File: src/rtl/mem_bus_arbiter.sv
// -----------------------------------------------------------------------------
// mem_bus_arbiter
//
// Round-robin arbiter for one shared memory bus lane (e.g. va_pa or
// addr_data). Requesters (ITLB, ICache, DTLB, DCache by default) raise
// in_reqcyc, wait for a registered one-hot grant, then hold in_busy for their
// whole tenure. The grant is held until the owner releases the lane. A
// watchdog revokes a grant whose owner never starts using the lane.
//
// Ports
//   clk          clock, all state on posedge
//   reset        asynchronous, active-high; clears all state
//   in_reqcyc    per-requester request, level, held until granted
//   in_busy      per-requester "using lane"; only the owner's bit matters
//   out_grant    registered one-hot grant, all-zero when idle
//   out_owner    index of current/last owner (meaningful when out_valid=1)
//   out_valid    high while some grant is asserted
//   out_timeout  one-cycle pulse when the watchdog revokes a grant
// -----------------------------------------------------------------------------
module mem_bus_arbiter #(
  parameter int NUM_REQ      = 4,
  parameter int IDX_W        = 2,
  parameter int BUSY_TIMEOUT = 16,
  parameter int CNT_W        = 5
) (
  input  logic               clk,
  input  logic               reset,
  input  logic [NUM_REQ-1:0] in_reqcyc,
  input  logic [NUM_REQ-1:0] in_busy,
  output logic [NUM_REQ-1:0] out_grant,
  output logic [IDX_W-1:0]   out_owner,
  output logic               out_valid,
  output logic               out_timeout
);

  typedef enum logic [1:0] {
    IDLE  = 2'd0,
    GRANT = 2'd1,
    TURN  = 2'd2
  } state_t;

  localparam logic [CNT_W-1:0] TIMEOUT_LAST = CNT_W'(BUSY_TIMEOUT - 1);
  localparam logic [IDX_W-1:0] RESET_OWNER  = IDX_W'(NUM_REQ - 1);

  state_t           state;
  logic [CNT_W-1:0] counter;
  logic             seen_busy;

  logic [IDX_W-1:0] winner;
  logic             owner_busy;
  logic             owner_req;

  // Circular search starting just after the last owner, so the last owner
  // has lowest priority. Walking the offsets from farthest to nearest lets
  // the nearest set request overwrite the others without a "found" flag.
  always_comb begin
    // NOTE: every always_comb output gets a default first so no path leaves
    // it unassigned; an unassigned path would infer a latch.
    winner = out_owner;
    for (int i = NUM_REQ; i >= 1; i--) begin
      if (in_reqcyc[(int'(out_owner) + i) % NUM_REQ]) begin
        winner = IDX_W'((int'(out_owner) + i) % NUM_REQ);
      end
    end
  end

  assign owner_busy = in_busy[out_owner];
  assign owner_req  = in_reqcyc[out_owner];

  // Single registered FSM; all outputs come straight from flops.
  always_ff @(posedge clk or posedge reset) begin
    if (reset) begin
      state       <= IDLE;
      out_grant   <= '0;
      out_owner   <= RESET_OWNER;
      out_valid   <= 1'b0;
      out_timeout <= 1'b0;
      counter     <= '0;
      seen_busy   <= 1'b0;
    end else begin
      // NOTE: state flops use non-blocking assignments so every branch sees
      // the pre-edge values; out_timeout defaults low so it can only pulse.
      out_timeout <= 1'b0;
      case (state)
        IDLE: begin
          if (|in_reqcyc) begin
            out_grant <= NUM_REQ'(1) << winner;
            out_owner <= winner;
            out_valid <= 1'b1;
            counter   <= '0;
            seen_busy <= 1'b0;
            state     <= GRANT;
          end
        end

        GRANT: begin
          // Branch order encodes priority: tenure done > withdraw > timeout.
          if (seen_busy && !owner_busy) begin
            out_grant <= '0;
            out_valid <= 1'b0;
            state     <= TURN;
          end else if (owner_busy) begin
            seen_busy <= 1'b1;
          end else if (!owner_req) begin
            out_grant <= '0;
            out_valid <= 1'b0;
            state     <= TURN;
          end else if (counter == TIMEOUT_LAST) begin
            out_grant   <= '0;
            out_valid   <= 1'b0;
            out_timeout <= 1'b1;
            state       <= TURN;
          end else if (counter != '1) begin
            // Watchdog only runs before the owner first goes busy.
            counter <= counter + 1'b1;
          end
        end

        // One dead cycle of bus turnaround before the next arbitration.
        TURN: begin
          state <= IDLE;
        end

        default: begin
          state     <= IDLE;
          out_grant <= '0;
          out_valid <= 1'b0;
        end
      endcase
    end
  end

endmodule

File: config.mk
export PLATFORM = sky130hd
export DESIGN_NAME = mem_bus_arbiter
export DESIGN_NICKNAME = d
export VERILOG_FILES = /design/src/rtl/mem_bus_arbiter.sv
export SDC_FILE = /design/constraint.sdc
export NUM_CORES = 1
export LEC_CHECK = 0
export CELL_PAD_IN_SITES_DETAIL_PLACEMENT = 1
export CELL_PAD_IN_SITES_GLOBAL_PLACEMENT = 1
export CORE_MARGIN = 2
export CORE_UTILIZATION = 34
export DETAILED_ROUTE_END_ITERATION = 12
export PLACE_DENSITY = 0.81
export SYNTH_ARGS = -nofsm -noshare
export SYNTH_HDL_FRONTEND = slang
export SYNTH_SLANG_ARGS = --single-unit
File: constraint.sdc
create_clock -name clk -period 2 [get_ports clk]
set_clock_uncertainty 0.15 [all_clocks]
set_input_delay 0.5 -clock clk [delete_from_list [all_inputs] [get_ports clk]]
set_output_delay 0.5 -clock clk [all_outputs]
set_load 0.05 [all_outputs]
==> qor.csv, run 1 <==
metric,value,unit
status,"finished, violations left",
violations,negative setup slack,
path_buf_inv,0,
path_depth,6,
numPortBuffers,17,
drv_cap,0,
hold_depth,1,
syn_area,877,um^2
antenna_cells,0,
multi_input_area,509,um^2
cpPeakStageDelay,0.42,ns
synth_cells,82,
syn_nets,95,
p_sw,864,uW
fillerInstances,279,
final_nets,136,
die_h,54.8,um
hold_start,out_valid,
end_kind,flip-flop,
startpoint,counter[1],
clockBufferDepth,2,
drt_iter0_markers,5,
utilization,54.9,%
grt-ovfl-total,0,
synthDistinctLibCells,33,
pwr-share-comb,62.8,%
ios,18,
pwr-share-seq,26.1,%
crit_path_end,counter[2],
finalHoldViolCount,0,
timing_worst_setup_path_type,reg2reg,
power.density,1490,nW/um^2
dpl.hpwl,1.69,mm
syn_avg_cell_area,10.7,um^2
grt_start_max_net_pins,17,
path_max_fanout,4,
dr.pass1.iters,2,
num_vias,764,
routed_wl,2.24,mm
period_minus_slack,2.07,ns
start_kind,flip-flop,
ff2ff_path_depth,6,
worstMarginPinSlew,0.606,ns
cts.clk_slew.worst_paths,0.10,ns
cts_tree,built,
initial_utilization,35.7,%
dieArea,3000,um^2
wl_per_cell,14.7,um
rows,18,
drc,0,
grt_usage,17.1,%
setup_viol,7,
ys_ff_latch,16,
r2r-start,counter[1],
synth_warnings,0,
sw_frac_of_total,43.1,%
cts_inserted_buffers,3,
viasPerCell,5.03,
grt_pass1_vias,822,
antenna_found_initial,0,
clockRootBuffer,clkbuf_4,
power.internal,1.14,mW
p_leak,0.603,nW
r2r_end,counter[2],
regToRegSetupSlack,-0.07,ns
drv_slew,0,
final_cells,152,
drive_gt1_share,42.6,%
min_path_type,reg2reg,
ys_seq_area_share,45.9,%
cpLargestDelayFamily,simple AND/OR/NAND/NOR gates,
gp_congestion,0.753,
coreArea,2450,um^2
cts_sinks,16,
critical-path-slowest-cell,or3_4,
irDropWorstVdd,970,uV
cts_max_level,1,
slew_headroom,59.3,%
syn2layout_area_growth,53.8,%
regArea,403,um^2
finalWorstSetupSlack,-0.0711,ns
cts_hold_buf,0,
path_cells,ha_2 > and3_4 > ha_4 > or3_4 > nor4b_2 > mux2i_1,
die_x,54.8,um
critPathArrivalTime,2.15,ns
rsz0062_at_grt,true,
insertion_delay,0.30,ns
fin_crit_sh,104,%
place_inst,146,
grt_pass1_wl,3.58,mm
clkPwrFrac,11.2,%
required,2.08,ns
antenna_left,0,
max_freq,483,MHz
synth_stat cells:
cell type	count	area [um^2]
and3_1	1	6.26
o221a_2	1	11.3
buf_6	1	11.3
and3b_1	1	8.76
nand2_1	4	15.0
o22ai_1	3	18.8
and2_4	1	8.76
ha_1	3	37.5
mux4_2	2	45.0
o21ai_0	3	15.0
dfrtp_1	14	350
nor4b_2	1	15.0
a32o_1	2	20.0
nand2b_1	3	18.8
o31ai_1	1	7.51
nor3_1	2	10.0
nor2b_1	2	12.5
inv_1	8	30.0
nor4_1	2	12.5
mux2i_1	4	40.0
nand3_1	2	10.0
a21o_1	2	15.0
or3_4	1	11.3
or3_1	3	18.8
and2_1	1	6.26
o21ai_1	1	5.00
clkbuf_1	1	3.75
a221oi_1	1	8.76
dfstp_2	2	52.6
a21oi_1	3	15.0
nor2_1	3	11.3
o2bb2ai_1	2	17.5
a22oi_1	1	7.51
worst min path at each step:
| stage | endpoint | slack, ns |
|---|---|---|
| floorplan | counter[0] | 0.26 |
| global placement | out_valid | 0.32 |
| detailed placement | out_valid | 0.32 |
| CTS | out_valid | 0.34 |
| global route | out_grant[2] | 0.37 |
| finish | out_valid | 0.34 |
stage by stage:
step | TNS, ns | total power [mW] | setup WS, ns | hold WS, ns | area [um^2]
after floorplan | -2.05 | 1.22 | -0.255 | 0.262 | 877
after global placement | -3.99 | 1.64 | -0.372 | 0.320 | 1220
after CTS | -0.373 | 2.02 | -0.0763 | 0.344 | 1320
after global routing | -0.939 | 2.16 | -0.145 | 0.369 | 1350
final | -0.389 | 2.01 | -0.0711 | 0.340 | 1350
after detailed placement | -5.01 | 1.69 | -0.485 | 0.321 | 1220
power by group through the flow:
stage               Sequential (mW)  Clock (mW)  Combinational [mW]
global placement              0.521           0                1.12
global route                  0.540       0.248                1.37
detailed placement            0.527           0                1.16
floorplan                     0.695           0               0.529
finish                        0.523       0.224                1.26
CTS                           0.524       0.230                1.26
area by class of cell:
cell class	instances	share of cell area (%)
clock buffers	4	2.69
inverters	8	2.23
multi-input cells	56	37.8
flip-flops and latches	16	29.9
well taps	30	2.78
repair buffers	38	24.7
metal layers:
layer	global-route usage, %	up-vias	wire, um
met5	0	-	0
met2	31.2	12	1210
met1	19.9	370	942
li1	-	382	-
met3	6.01	0	78
met4	1.25	0	0
kinds of logic after synthesis:
| group | share of synthesized area (%) |
|---|---|
| AOI/OAI and AO/OA | 16.1 |
| adders and majority gates | 4.28 |
| muxes | 9.70 |
| DFF | 45.9 |
| and+or+nand+nor | 18.8 |
| buffers and inverters | 5.14 |
registers in the layout, indices dropped and copies added, names as in the netlist:
signal / cells
counter: 5
out_grant: 4
out_owner: 2
state: 2
out_timeout: 1
out_valid: 1
seen_busy: 1
cell usage in the layout, fill, tap and decap left out, types with 2 or more instances in the layout:
master and n:
dfstp_2 2, nor2_1 3, or3_4 2, nor3_1 2, o21ai_0 3, dfrtp_1 14
ha_4 2, clkbuf_4 3, mux4_2 2, a21o_1 2, a21oi_1 2, nor2b_1 2
mux2i_1 4, clkdlybuf4s50_1 9, buf_12 2, buf_4 27, a32o_1 2, nand2b_1 3
nand2_1 4, inv_1 8, nand3_1 2, o2bb2ai_1 2, o22ai_1 2, or3_1 2
timing repair:
action | in CTS | in global routing
endpoints found under the hold margin | 0 | 0
pin swaps | 4 | 0
buffers inserted | 2 | 0
gates resized for setup | 10 | 4
setup endpoints to repair | 9 | 12
Note: power is estimated with default switching activity, not from simulation.
==> inputs of run 2 (changes only) <==
CTS_CLUSTER_SIZE = 14   (was default)
SLEW_MARGIN = 10   (was default)
==> results of run 2 <==
No change in the layout: final DEF, timing and power equal those of run 1.
